**config.mk**
```make
export PLATFORM = sky130hd
export DESIGN_NAME = inst_fetch_queue_flat
export DESIGN_NICKNAME = d
export VERILOG_FILES = /design/src/rtl/inst_fetch_queue_pkg.sv /design/src/rtl/inst_fetch_queue_if.sv /design/src/rtl/inst_fetch_queue_fetch_fifo.sv /design/src/rtl/inst_fetch_queue.sv /design/src/flat_wrapper.sv
export SDC_FILE = /design/constraint.sdc
export NUM_CORES = 1
export LEC_CHECK = 0
export CORE_ASPECT_RATIO = 0.75
export CORE_UTILIZATION = 55
export CTS_CLUSTER_DIAMETER = 100
export DETAILED_ROUTE_END_ITERATION = 7
export PLACE_DENSITY = 0.81
export SLEW_MARGIN = 5
export SYNTH_ARGS = -nofsm -noshare
export SYNTH_HDL_FRONTEND = slang
export SYNTH_HIERARCHICAL = 1
export SYNTH_SLANG_ARGS = --single-unit
```
**constraint.sdc**
```tcl
create_clock -name clk -period 12.1 [get_ports clk]
set_input_delay 1.815 -clock clk [delete_from_list [all_inputs] [get_ports clk]]
set_output_delay 1.815 -clock clk [all_outputs]
set_load 0.05 [all_outputs]
```
**src/rtl/inst_fetch_queue_pkg.sv**
```systemverilog
// Shared defaults for the fetch front end: widths, queue depth and boot vector.
package inst_fetch_queue_pkg;
  localparam int          WORD_WIDTH    = 32;
  localparam int          FETCH_Q_DEPTH = 4;
  localparam logic [31:0] RESET_PC_DEF  = 32'hBFC0_0000;
  localparam logic [31:0] ZERO_WORD     = 32'h0000_0000;
endpackage

```
**src/rtl/inst_fetch_queue_if.sv**
```systemverilog
// Fetch front-end bus: SRAM request/response, decode dequeue side and redirect input.
interface inst_fetch_queue_if #(
  parameter int ADDR_W = 32,
  parameter int DATA_W = 32,
  parameter int DEPTH  = 4
);
  localparam int CNT_W = $clog2(DEPTH + 1);

  logic              redirect_valid;
  logic [ADDR_W-1:0] redirect_pc;
  logic              inst_sram_en;
  logic [ADDR_W-1:0] inst_sram_addr;
  logic [DATA_W-1:0] inst_sram_rdata;
  logic              deq_ready;
  logic              deq_valid;
  logic [DATA_W-1:0] deq_instr;
  logic [ADDR_W-1:0] deq_pc;
  logic [CNT_W-1:0]  count;

  modport master (
    input  redirect_valid, redirect_pc, inst_sram_rdata, deq_ready,
    output inst_sram_en, inst_sram_addr, deq_valid, deq_instr, deq_pc, count
  );
  modport slave (
    output redirect_valid, redirect_pc, inst_sram_rdata, deq_ready,
    input  inst_sram_en, inst_sram_addr, deq_valid, deq_instr, deq_pc, count
  );
endinterface

```
**src/rtl/inst_fetch_queue_fetch_fifo.sv**
```systemverilog
// Circular queue of {pc, instr} entries with flush; head entry is read straight from storage.
module fetch_fifo #(
  parameter int WIDTH = 64,
  parameter int DEPTH = 4,
  localparam int CNT_W = $clog2(DEPTH + 1),
  localparam int PTR_W = (DEPTH > 1) ? $clog2(DEPTH) : 1
) (
  input  logic             clk,
  input  logic             rst,
  input  logic             flush,
  input  logic             enqValid,
  input  logic [WIDTH-1:0] enqData,
  input  logic             deqReady,
  output logic             deqValid,
  output logic [WIDTH-1:0] deqData,
  output logic [CNT_W-1:0] count
);
  logic [DEPTH-1:0][WIDTH-1:0] mem;
  logic [PTR_W-1:0]            head, tail;
  logic                        doEnq, doDeq;

  function automatic logic [PTR_W-1:0] ptrInc(input logic [PTR_W-1:0] p);
    return (p == PTR_W'(DEPTH - 1)) ? '0 : p + PTR_W'(1);
  endfunction

  assign deqValid = (count != '0);
  assign doDeq    = deqValid && deqReady;
  assign doEnq    = enqValid && !flush;
  assign deqData  = mem[head];

  // storage is cleared on reset so the head outputs read as zero
  always_ff @(posedge clk or posedge rst) begin
    if (rst) begin
      mem   <= '0;
      head  <= '0;
      tail  <= '0;
      count <= '0;
    end else begin
      if (doEnq) begin
        mem[tail] <= enqData;
        tail      <= ptrInc(tail);
      end
      if (flush) begin
        head  <= tail;
        count <= '0;
      end else begin
        if (doDeq) head <= ptrInc(head);
        case ({doEnq, doDeq})
          2'b10:   count <= count + CNT_W'(1);
          2'b01:   count <= count - CNT_W'(1);
          default: count <= count;
        endcase
      end
    end
  end

  noOverflow: assert property (@(posedge clk) disable iff (rst)
    !(doEnq && count == CNT_W'(DEPTH)));
endmodule

```
**src/rtl/inst_fetch_queue.sv**
```systemverilog
// Fetch front end: owns the fetch PC, issues credit-limited requests to a 1-cycle inst SRAM
// and queues returned instructions with their PCs for decode.
module inst_fetch_queue
  import inst_fetch_queue_pkg::*;
#(
  parameter int                ADDR_W   = WORD_WIDTH,
  parameter int                DATA_W   = WORD_WIDTH,
  parameter int                DEPTH    = FETCH_Q_DEPTH,
  parameter logic [ADDR_W-1:0] RESET_PC = ADDR_W'(RESET_PC_DEF)
) (
  input logic               clk,
  input logic               rst,
  inst_fetch_queue_if.master bus
);
  localparam int CNT_W = $clog2(DEPTH + 1);

  logic [ADDR_W-1:0]        fetchPc, inflightPc, reqAddr;
  logic                     inflight, issue, enq;
  logic [CNT_W-1:0]         count;
  logic [CNT_W:0]           creditUsed;
  logic [ADDR_W+DATA_W-1:0] headEntry;

  // a dequeue in this cycle frees its slot only from the next cycle on
  assign creditUsed = (CNT_W+1)'(count) + (CNT_W+1)'(inflight);
  assign issue      = !rst && (creditUsed < (CNT_W+1)'(DEPTH));
  assign reqAddr    = bus.redirect_valid ? bus.redirect_pc : fetchPc;
  assign enq        = inflight && !bus.redirect_valid;

  assign bus.inst_sram_en   = issue;
  assign bus.inst_sram_addr = reqAddr;

  always_ff @(posedge clk or posedge rst) begin
    if (rst) begin
      fetchPc    <= RESET_PC;
      inflight   <= 1'b0;
      inflightPc <= '0;
    end else begin
      inflight   <= issue;
      inflightPc <= reqAddr;
      if (issue)                   fetchPc <= reqAddr + ADDR_W'(4);
      else if (bus.redirect_valid) fetchPc <= bus.redirect_pc;
    end
  end

  fetch_fifo #(.WIDTH(ADDR_W + DATA_W), .DEPTH(DEPTH)) uFifo (
    .clk      (clk),
    .rst      (rst),
    .flush    (bus.redirect_valid),
    .enqValid (enq),
    .enqData  ({inflightPc, bus.inst_sram_rdata}),
    .deqReady (bus.deq_ready),
    .deqValid (bus.deq_valid),
    .deqData  (headEntry),
    .count    (count)
  );

  assign bus.deq_pc    = headEntry[ADDR_W+DATA_W-1:DATA_W];
  assign bus.deq_instr = headEntry[DATA_W-1:0];
  assign bus.count     = count;
endmodule

```
**src/flat_wrapper.sv**
```systemverilog
// flat-port wrapper written by rule: the top's interface ports become plain ports
module inst_fetch_queue_flat import inst_fetch_queue_pkg::*;
#(
  parameter int                ADDR_W   = WORD_WIDTH,
  parameter int                DATA_W   = WORD_WIDTH,
  parameter int                DEPTH    = FETCH_Q_DEPTH,
  parameter logic [ADDR_W-1:0] RESET_PC = ADDR_W'(RESET_PC_DEF)
)
  (clk, rst, bus_redirect_valid, bus_redirect_pc, bus_inst_sram_rdata, bus_deq_ready, bus_inst_sram_en, bus_inst_sram_addr, bus_deq_valid, bus_deq_instr, bus_deq_pc, bus_count);
  inst_fetch_queue_if #(.ADDR_W(ADDR_W), .DATA_W(DATA_W), .DEPTH(DEPTH)) bus_i ();
  input logic clk;
  input logic rst;
  input wire logic [$bits(bus_i.redirect_valid)-1:0] bus_redirect_valid;
  input wire logic [$bits(bus_i.redirect_pc)-1:0] bus_redirect_pc;
  input wire logic [$bits(bus_i.inst_sram_rdata)-1:0] bus_inst_sram_rdata;
  input wire logic [$bits(bus_i.deq_ready)-1:0] bus_deq_ready;
  output wire logic [$bits(bus_i.inst_sram_en)-1:0] bus_inst_sram_en;
  output wire logic [$bits(bus_i.inst_sram_addr)-1:0] bus_inst_sram_addr;
  output wire logic [$bits(bus_i.deq_valid)-1:0] bus_deq_valid;
  output wire logic [$bits(bus_i.deq_instr)-1:0] bus_deq_instr;
  output wire logic [$bits(bus_i.deq_pc)-1:0] bus_deq_pc;
  output wire logic [$bits(bus_i.count)-1:0] bus_count;
  assign bus_i.redirect_valid = bus_redirect_valid;
  assign bus_i.redirect_pc = bus_redirect_pc;
  assign bus_i.inst_sram_rdata = bus_inst_sram_rdata;
  assign bus_i.deq_ready = bus_deq_ready;
  assign bus_inst_sram_en = bus_i.inst_sram_en;
  assign bus_inst_sram_addr = bus_i.inst_sram_addr;
  assign bus_deq_valid = bus_i.deq_valid;
  assign bus_deq_instr = bus_i.deq_instr;
  assign bus_deq_pc = bus_i.deq_pc;
  assign bus_count = bus_i.count;
  inst_fetch_queue #(.ADDR_W(ADDR_W), .DATA_W(DATA_W), .DEPTH(DEPTH), .RESET_PC(RESET_PC)) u_core (.clk(clk), .rst(rst), .bus(bus_i));
endmodule
```
; ---- Word level (Yosys, flattened, before mapping)
; Index checks and enable logic that the tools add are counted.
; Widths: inputs -> output; s select.
[totals]
out_inout_bits = 101
in_bits = 68
wordCells = 47
regBits = 328
latch_bits = 0
mem_bits_rw = 0
memories = 0
mem_bits_ro = 0
[op_classes]
n_eq_ne = 4
mul = 0
n_addsub = 6
shifts = 0
n_bitwise = 0
n_reduce_logical = 10
muxes = 13
magnitude_cmp = 4
div_mod_pow = 0
[op_table]
columns = operator, n
row1 = $bwmux 256, 1
row2 = $bmux 64 s2, 1
row3 = $demux 64 s2, 1
row4 = $mux 64, 2
row5 = $mux 32, 2
row6 = $add 32x3->32 const B, 1
row7 = $mux 2, 4
row8 = $eq 2x2->1 const B, 3
row9 = $lt 2x3->1 const B, 2
row10 = $pmux 3 s2, 1
row11 = $reduce_bool 3->1, 2
row12 = $logic_and 1x1->1, 5
row13 = $add 2x1->2 const B, 2
row14 = $add 3x1->4, 1
row15 = $lt 4x3->1 const B, 1
row16 = $add 3x1->3 const B, 1
row17 = $mux 3, 1
row18 = $sub 3x1->3 const B, 1
row19 = $eq 2x1->1 const B, 1
row20 = $ge 2x1->1 const B, 1
row21 = $logic_not 1->1, 2
row22 = $reduce_bool 2->1, 1

; ---- Logic depth before layout (Yosys ltp)
; Gate-level depths: netlist of run 1.
[logic_depth]
word_depth = 6
depth_mapped = 13
ltp_nobuf = 8

; ---- Modules after synthesis
; Netlist of run 1, hierarchy kept.
[modules_own_cells]
columns = module, instances, cells_per_inst, seq_area_each_um2, area_each_um2
row1 = fetch_fifo, 1, 670, 6581.3, 12782.3
row2 = inst_fetch_queue, 1, 233, 1587.8, 2811.4

; ---- Worst setup path before layout of run 1
; Ideal clock, no wire load.
[synth_path]
path_kind = input port to output port
startpoint = input bus_redirect_valid
endpoint = output bus_inst_sram_addr[0]
required_time_ps = 10285
cell_stages = 5
n_path_buf = 4
arrival_time_ps = 3019
setup_slack_ps = 7266
cell_sequence = buf_6 -> buf_6 -> buf_2 -> clkbuf_1 -> mux2_2
[synth_between]
elab_chain_cells = 1
[synth_rtl]
columns = item, line
row1 = start: declaration, flat_wrapper.sv:13  ; input wire logic [$bits(bus_i.redirect_valid)-1:0] bus_redirect_valid;
row2 = $mux 32, n/a
row3 = end: declaration, flat_wrapper.sv:18  ; output wire logic [$bits(bus_i.inst_sram_addr)-1:0] bus_inst_sram_addr;
; No other way between the ends.

; ---- Final worst setup path of run 1
[layout_path]
startpoint = input rst
endpoint = output bus_inst_sram_en
[layout_between]
elab_chain_cells = 2
[layout_rtl]
columns = item, line
row1 = start: declaration, flat_wrapper.sv:12  ; input logic rst;
row2 = $logic_not 1->1, inst_fetch_queue.sv:25  ; assign issue = !rst && (creditUsed < (CNT_W+1)'(DEPTH));
row3 = $logic_and 1x1->1, inst_fetch_queue.sv:25
row4 = end: declaration, flat_wrapper.sv:17  ; output wire logic [$bits(bus_i.inst_sram_en)-1:0] bus_inst_sram_en;
; No other way between the ends.

==> results.py, run 1 <==
metrics = {
    "global_routing": {
        "grt_overflow": 0,
        "grt_pass1_wl_um": 52100,
        "antenna_found_initial": 0,
        "grt_pass1_vias": 9029,
        "track_usage_pct": 23.0,
        "grt_max_degree": 107,
    },
    "layout": {
        "antenna_cells": 0,
        "syn_to_final_growth_pct": 17.1,
        "fill_cells": 1886,
        "final_nets": 1135,
        "multi_input_area_um2": 6740,
        "layout-drive-gt1-share_pct": 39.6,
        "final_util_pct": 66.7,
        "seqCellArea_um2": 8180,
        "final_area_um2": 18300,
    },
    "drt": {
        "dr_total_vias": 8178,
        "initialDrtViolationCount": 390,
        "drc": 0,
        "wl_um": 32000,
        "via_per_inst": 5.59,
        "dr.pass1.iters": 5,
        "antenna_left": 0,
        "drt-wirelength-per-cell_um": 21.9,
    },
    "timing": {
        "hold_violations": 0,
        "holdWs_ps": 505,
        "rsz0062_at_grt": "false",
        "finalSetupTns_ps": 0,
        "worst-slew-pin-transition_ps": 1110,
        "fmax_ghz": 0.175,
        "skew_ps": 25.0,
        "period_share_pct": 47.1,
        "maxSlewHeadroom_pct": 25.7,
        "maxSlewViolCount": 0,
        "setup_viol": 0,
        "fin_ws_ps": 6400,
        "fin_crit_ps": 5700,
    },
    "yosys": {
        "synth_nets": 978,
        "synthesis.area_um2": 15600,
        "yosysWarnings": 6,
        "synth-adder-area-share_pct": 0.610,
        "synth_compound_area_share_pct": 1.60,
        "yosysUniqueCellTypes": 53,
        "synth_most_common_cell": "dfrtp_1",
        "seq_area_frac_synth_pct": 52.4,
        "netlist_instances": 903,
        "ys_ff_latch": 326,
        "synth_area_leaders": "dfrtp_1, mux2_4, mux4_2, buf_12, mux2_2",
        "synth-edff-count": 0,
        "yosys.area_share.simple_pct": 3.77,
        "synth_xor_area_share_pct": 1.68,
        "synthArstFlopShare_pct": 100,
        "ys_top_cells_by_count": "dfrtp_1, mux2_4, mux4_2",
        "avgSynthCellArea_um2": 17.3,
        "muxShareOfSynthArea_pct": 35.6,
        "synth.largest_area_cell": "dfrtp_1",
        "synth_top_family_by_area": "multiplexers",
        "yosysTopAreaCellShare_pct": 50.9,
        "synthFlopType": "dfrtp_1",
    },
    "outcome": {
        "status": "complete, no violations",
    },
    "clock_network": {
        "hold_buffers": 0,
        "cts_resized": 0,
        "clockBufferDepth": 3,
        "numCtsBuffers": 31,
        "cts_root_buf": "clkbuf_16",
        "cts.clk_slew.worst_paths_ps": 60,
        "clock_latency_ps": 580,
        "ctsHtreeMaxLevel": 1,
        "cts_tree": "done",
        "postCtsSetupRepairBufs": 0,
        "cts_sinks": 326,
    },
    "setup_path": {
        "required_ps": 10280,
        "crit_family": "buffers and inverters",
        "crit_buf_inv": 3,
        "critPathSlowestCell": "clkdlybuf4s50_1",
        "cp_common_cell": "clkdlybuf4s50_1",
        "r2r_slack_ps": 9250,
        "critical-path-max-stage-delay_ps": 840,
        "crit_chain": "clkdlybuf4s50_1 > a311o_2 > inv_1 > clkdlybuf4s50_1",
        "crit_fanout": 5,
        "critPathArrivalTime_ps": 3890,
        "start_kind": "primary input",
        "critPathKind": "in2out",
        "crit_path_end_kind": "primary output",
    },
    "floorplan": {
        "rows": 52,
        "fp.dieH_um": 148,
        "dieWidth_um": 196,
        "core_area_um2": 27400,
        "start_util_pct": 56.9,
        "io_pins": 169,
        "die-area_um2": 29000,
    },
    "placement": {
        "pre_cts_slack_ps": 6390,
        "place_area_um2": 17200,
        "place_hpwl_um": 19600,
        "io_buffers": 168,
        "routabilityCongestion": 0.824,
    },
    "hold_path": {
        "hold_class": "reg2reg",
    },
    "power_and_ir_drop": {
        "power.density_nw_per_um2": 302,
        "p_leak_nw": 8.56,
        "vdd_drop_max_uv": 210,
    },
    "run": {
        "drv_cap": 0,
    },
}
report_power, final:
group | leakage [nW] | switching (W) | internal, W
Combinational | 4.03 | 0.00128 | 0.00129
Clock | 0.550 | 0.000416 | 0.000624
Sequential | 3.97 | 0.000355 | 0.00154
Total | 8.56 | 0.00205 | 0.00346
cells in the final DEF (no fill, tap or decap), drive strengths merged, types with 2 or more instances in the layout:
master         count
dfrtp            317
mux2             280
clkdlybuf4s50    167
mux4              64
clkbuf            42
nand2             33
xnor2             18
nor2              15
xor2              12
inv               12
nand3              9
dfstp              9
nand4              9
clkinv             8
o21ai              7
nor3               6
ha                 6
buf                6
bufinv             5
mux2i              5
nand4b             5
a31oi              5
nor2b              5
nand3b             4
a221oi             3
a21oi              3
a21o               3
nor4               3
a22o               2
a32o               2
nor3b              2
and2               2
a22oi              2
metrics by stage:
step                cells  power (W)
detailed placement   1405    0.00448
finish               1462    0.00551
floorplan             903    0.00379
global route         1462    0.00575
global placement     1405    0.00443
CTS                  1462    0.00555
layer usage:
layer  up-vias  wire (µm)  share of wire (%)  GRT usage (%)
met2       167      14600                 46           35.2
li1       3624          -                  -              -
met5         -          0                  0              0
met1      4354      15400                 48           34.2
met3        33       1550                4.8           4.97
met4         0        413                1.3           4.49
cell families after synthesis:
family	count (synthesis)
flip-flops	326
AND/OR/NAND/NOR	98
AO/OA/AOI/OAI	33
adder cells (fa/ha/maj)	7
XOR/XNOR	30
buffers and inverters	60
multiplexers	349
flip-flops by register name (all words and copies together), names as in the netlist:
signal,flops
u_core/uFifo/mem,256
u_core/inflightPc,32
u_core/fetchPc,30
u_core/uFifo/count,3
u_core/uFifo/head,2
u_core/uFifo/tail,2
u_core/inflight,1
worst register-to-register path: cells and delay by family, from the launching register on:
kind	cells	cell delay [ps]
fa+ha+maj	1	540
compound gates	1	140
flops	1	390
simple gates	4	1700
path summary, 6_finish.rpt:
| path | start | endpoint | depth (start not counted) |
|---|---|---|---|
| max reg2reg | u_core/inflight$_DFF_PP0_ | u_core/uFifo/count[1]$_DFFE_PP0P_ | 6 |
| min reg2reg | u_core/uFifo/mem[255]$_DFFE_PP0P_ | u_core/uFifo/mem[255]$_DFFE_PP0P_ | 1 |
| max | rst | bus_inst_sram_en | 4 |
| min in group asynchronous | rst | u_core/uFifo/tail[1]$_DFFE_PP0P_ | 2 |
| min | u_core/uFifo/mem[255]$_DFFE_PP0P_ | u_core/uFifo/mem[255]$_DFFE_PP0P_ | 1 |
| max in group asynchronous | rst | u_core/uFifo/mem[37]$_DFFE_PP0P_ | 3 |
layout make-up:
type / instances / share of cell area, %
Multi-Input combinational cell: 517 / 36.9
Clock inverter: 15 / 1.13
Clock buffer: 42 / 4.91
Tap cell: 378 / 2.59
Inverter: 11 / 0.267
Timing Repair Buffer: 173 / 9.39
Sequential cell: 326 / 44.8
No activity file was read; power rests on OpenSTA's default activity.
==> inputs of run 2 (changes only) <==
clock period = 5.5 ns   (was 12.1 ns; I/O delays follow)
==> results.py, run 2 (synthesis results as in run 1) <==
metrics = {
    "outcome": {
        "status": "complete, no violations",
    },
    "timing": {
        "worst-slew-pin-transition_ps": 1050,
        "period_share_pct": 73.5,
        "hold_violations": 0,
        "setup_viol": 0,
        "rsz0062_at_grt": "false",
        "fmax_ghz": 0.247,
        "finalSetupTns_ps": 0,
        "skew_ps": 15.6,
        "maxSlewHeadroom_pct": 29.7,
        "holdWs_ps": 503,
        "maxSlewViolCount": 0,
        "fin_crit_ps": 4040,
    },
    "setup_path": {
        "crit_end": "bus_inst_sram_addr[17]",
        "required_ps": 4680,
        "worstReg2RegStart": "u_core/inflight$_DFF_PP0_",
        "reg2regPathDepth": 6,
        "crit_fanout": 43,
        "start_kind": "primary input",
        "crit_path_start": "bus_redirect_valid",
        "critPathSlowestCell": "clkdlybuf4s50_1",
        "critical-path-max-stage-delay_ps": 750,
        "r2r_end": "u_core/uFifo/count[1]$_DFFE_PP0P_",
        "critPathKind": "in2out",
        "crit_chain": "buf_2 > buf_4 > mux2i_1 > inv_1 > clkdlybuf4s50_1",
        "critPathArrivalTime_ps": 3220,
        "crit_path_end_kind": "primary output",
        "r2r_slack_ps": 2570,
    },
    "layout": {
        "final_nets": 1141,
        "final_area_um2": 18300,
        "syn_to_final_growth_pct": 17.5,
        "largest_register_ffs": 256,
        "top_register": "u_core/uFifo/mem",
        "layout-drive-gt1-share_pct": 39.5,
        "mostFrequentLayoutCell": "dfrtp_1",
        "final_util_pct": 66.9,
        "final_cell_mix": "dfrtp_1, mux2_4, clkdlybuf4s50_1",
        "fin_cells": 1470,
        "fill_cells": 1856,
        "reg.largest.list": "u_core/uFifo/mem (256), u_core/inflightPc (32), u_core/fetchPc (30)",
    },
    "clock_network": {
        "postCtsSetupRepairBufs": 0,
        "ctsHtreeMaxLevel": 2,
        "cts_sinks": 326,
        "hold_buffers": 0,
        "numCtsBuffers": 34,
        "cts_resized": 0,
        "clock_latency_ps": 500,
        "cts.clk_slew.worst_paths_ps": 60,
        "cts_root_buf": "clkbuf_16",
        "cts_tree": "done",
        "clockBufferDepth": 3,
    },
    "floorplan": {
        "core_area_um2": 27400,
        "die-area_um2": 29000,
        "start_util_pct": 56.9,
        "fp.dieH_um": 148,
        "dieWidth_um": 196,
        "io_pins": 169,
        "rows": 52,
    },
    "placement": {
        "place_hpwl_um": 20500,
        "numPlacedInstances": 1408,
        "routabilityCongestion": 0.839,
        "place_area_um2": 17200,
        "io_buffers": 168,
    },
    "global_routing": {
        "antenna_found_initial": 1,
        "grt_max_degree": 114,
        "grt_pass1_wl_um": 53900,
        "grt_overflow": 0,
        "grt_pass1_vias": 9173,
        "track_usage_pct": 23.9,
    },
    "drt": {
        "dr_total_vias": 8447,
        "drt-wirelength-per-cell_um": 22.8,
        "initialDrtViolationCount": 485,
        "drc": 0,
        "antenna_left": 0,
        "via_per_inst": 5.75,
        "wl_um": 33500,
        "dr.pass1.iters": 6,
    },
    "power_and_ir_drop": {
        "p_leak_nw": 8.58,
        "vdd_drop_max_uv": 440,
        "power.density_nw_per_um2": 665,
    },
    "run": {
        "drv_cap": 0,
    },
    "hold_path": {
        "hold_class": "reg2reg",
        "hold_depth": 1,
        "hold_start": "u_core/uFifo/mem[253]$_DFFE_PP0P_",
    },
}
run 2: final cells by class:
type	instances	area (µm²)	share of cell area, %
Clock inverter	13	153	0.833
Multi-Input combinational cell	517	6740	36.8
Clock buffer	48	975	5.32
Timing Repair Buffer	176	1760	9.61
Inverter	11	45.0	0.246
Tap cell	378	473	2.58
Sequential cell	326	8180	44.6
Antenna cell	1	2.50	0.0137
run 2: how the worst min path moves through the flow:
stage	end	slack (ps)
2_1_floorplan	u_core/uFifo/mem[251]$_DFFE_PP0P_	470
3_3_place_gp	u_core/uFifo/mem[251]$_DFFE_PP0P_	480
3_5_place_dp	u_core/uFifo/mem[66]$_DFFE_PP0P_	490
4_1_cts	u_core/uFifo/mem[254]$_DFFE_PP0P_	510
5_1_grt	u_core/uFifo/mem[66]$_DFFE_PP0P_	510
6_report	u_core/uFifo/mem[253]$_DFFE_PP0P_	500
run 2: critical path, delay by kind of cell:
family / cells / cell delay [ps]
buffers and inverters: 4 / 1960
muxes: 1 / 400
run 2: power breakdown:
part	switching, W	internal, W
clock	0.000936	0.00138
combinational	0.00286	0.00285
sequential	0.000765	0.00339
run 2: per-stage QoR:
stage	total power (W)	setup slack [ps]
after CTS	0.0123	1370
after global placement	0.00975	1580
after floorplan	0.00833	1210
after global routing	0.0127	1280
final	0.0122	1460
after detailed placement	0.00989	1550
run 2: routing by layer:
metal,wire (µm),vias up,track usage [%],part of all wire [%]
met3,1770,53,4.86,5.3
met1,15700,4504,35.7,47
met4,618,0,6.41,1.8
li1,-,3646,-,-
met2,15400,244,36.0,46
met5,0,-,0,0
==> inputs of run 3 (changes only) <==
clock period = 4.1 ns   (was 5.5 ns; I/O delays follow)
==> results.py, run 3 (synthesis results as in run 1) <==
metrics = {
    "outcome": {
        "status": "complete, no violations",
    },
    "power_and_ir_drop": {
        "p_clk_share_pct": 19.1,
        "p_seq_share_pct": 33.7,
        "vdd_drop_max_uv": 644,
        "switching_power_w": 0.00609,
        "p_sw_share_pct": 37.2,
        "total_power_w": 0.0164,
        "p_comb_share_pct": 47.2,
        "power.density_nw_per_um2": 888,
        "internal_power_w": 0.0103,
        "p_leak_nw": 8.65,
    },
    "global_routing": {
        "grt_pass1_wl_um": 52700,
        "grt_pass1_vias": 9141,
        "grt_max_degree": 171,
        "track_usage_pct": 23.2,
        "grt_overflow": 0,
        "antenna_found_initial": 0,
    },
    "clock_network": {
        "cts.clk_slew.worst_paths_ps": 60,
        "postCtsSetupRepairBufs": 0,
        "cts_resized": 0,
        "cts_tree": "done",
        "clock_latency_ps": 500,
        "hold_buffers": 0,
        "ctsHtreeMaxLevel": 2,
        "cts_sinks": 326,
        "numCtsBuffers": 34,
        "clockBufferDepth": 3,
        "cts_root_buf": "clkbuf_16",
    },
    "drt": {
        "initialDrtViolationCount": 350,
        "dr.pass1.iters": 4,
        "drt-wirelength-per-cell_um": 21.9,
        "via_per_inst": 5.62,
        "wl_um": 32300,
        "dr_total_vias": 8313,
        "drc": 0,
        "antenna_left": 0,
    },
    "layout": {
        "fin_cells": 1478,
        "fill_cells": 1880,
        "final_cell_mix": "dfrtp_1, mux2_4, clkdlybuf4s50_1",
        "syn_to_final_growth_pct": 18.2,
        "reg.largest.list": "u_core/uFifo/mem (256), u_core/inflightPc (32), u_core/fetchPc (30)",
        "multi_input_area_um2": 6740,
        "antenna_cells": 0,
        "layout-drive-gt1-share_pct": 40.4,
        "seqCellArea_um2": 8180,
        "top_register": "u_core/uFifo/mem",
        "final_nets": 1149,
        "mostFrequentLayoutCell": "dfrtp_1",
        "largest_register_ffs": 256,
    },
    "setup_path": {
        "worstReg2RegStart": "u_core/inflight$_DFF_PP0_",
        "crit_path_end_kind": "primary output",
        "crit_fanout": 35,
        "start_kind": "flop",
        "r2r_slack_ps": 1460,
        "r2r_end": "u_core/uFifo/count[2]$_DFFE_PP0P_",
        "required_ps": 3480,
        "reg2regPathDepth": 8,
        "critPathKind": "reg2out",
        "critPathArrivalTime_ps": 2940,
    },
    "timing": {
        "fin_ws_ps": 544,
        "rsz0062_at_grt": "false",
        "skew_ps": 16.7,
        "holdWs_ps": 503,
        "hold_violations": 0,
        "finalSetupTns_ps": 0,
        "maxSlewViolCount": 0,
        "fin_crit_ps": 3560,
        "period_share_pct": 86.7,
        "setup_viol": 0,
        "worst-slew-pin-transition_ps": 964,
        "fmax_ghz": 0.281,
        "maxSlewHeadroom_pct": 35.6,
    },
    "placement": {
        "routabilityCongestion": 0.841,
        "pre_cts_slack_ps": 867,
        "place_hpwl_um": 20300,
        "io_buffers": 168,
        "numPlacedInstances": 1416,
    },
    "floorplan": {
        "rows": 52,
        "start_util_pct": 56.9,
        "io_pins": 169,
        "fp.dieH_um": 148,
        "die-area_um2": 29000,
        "core_area_um2": 27400,
        "dieWidth_um": 196,
    },
    "hold_path": {
        "hold-path-endpoint": "u_core/uFifo/mem[251]$_DFFE_PP0P_",
        "hold_depth": 1,
        "hold_class": "reg2reg",
        "hold_start": "u_core/uFifo/mem[251]$_DFFE_PP0P_",
    },
    "run": {
        "drv_cap": 0,
    },
}
[run 3: changes by cell type in the layout (fill, tap and decap cells not counted)]
cell,change
buf_12,+2
buf_4,+6
bufinv_16,-1
clkbuf_1,-4
clkbuf_16,+2
clkbuf_8,+1
clkinv_2,+5
diode_2,-1
inv_6,-2
[run 3: power groups by stage]
stage                     Combinational [W]  Sequential (W)  Clock, W
after floorplan                     0.00605         0.00513         0
after global placement              0.00763         0.00548         0
after detailed placement            0.00776         0.00552         0
after CTS                           0.00778         0.00552   0.00320
after global routing                0.00807         0.00570   0.00333
final                               0.00772         0.00552   0.00313
[run 3: area by class of cell]
cell class	count	area share (%)
flip-flops and latches	326	44.4
repair buffers	184	10.0
clock inverters	15	0.706
well taps	378	2.57
multi-input cells	517	36.6
clock buffers	47	5.55
inverters	11	0.244
[run 3: worst max-delay path, stage by stage, from the launching register on]
cell,delay [ps]
dfrtp_4,850
buf_4,460
mux4_2,370
clkdlybuf4s50_1,750
[run 3: per-layer routing]
metal,part of all wire (%),track usage [%]
met2,45,35.0
met1,48,34.6
met5,0,0
met3,5.1,4.56
met4,1.8,5.86
[run 3: worst max path at each step]
stage	startpoint	cells past startpoint	to	slack, ps
6_report	u_core/uFifo/head[1]$_DFFE_PP0P_	3	bus_deq_instr[13]	540
5_1_grt	u_core/uFifo/head[1]$_DFFE_PP0P_	3	bus_deq_instr[13]	410
3_5_place_dp	bus_redirect_valid	10	u_core/fetchPc[28]$_DFF_PP1_	870
4_1_cts	u_core/uFifo/head[0]$_DFFE_PP0P_	3	bus_deq_pc[26]	500
3_3_place_gp	rst	4	bus_inst_sram_en	900
2_1_floorplan	rst	1	u_core/uFifo/count[0]$_DFFE_PP0P_	20
[run 3: stage by stage]
step | util (%) | area [µm²]
2_1_floorplan | - | 15600
3_3_place_gp | 63.1 | 17300
3_5_place_dp | 63.1 | 17300
4_1_cts | 67.3 | 18400
5_1_grt | 67.3 | 18400
6_report | 67.3 | 18400
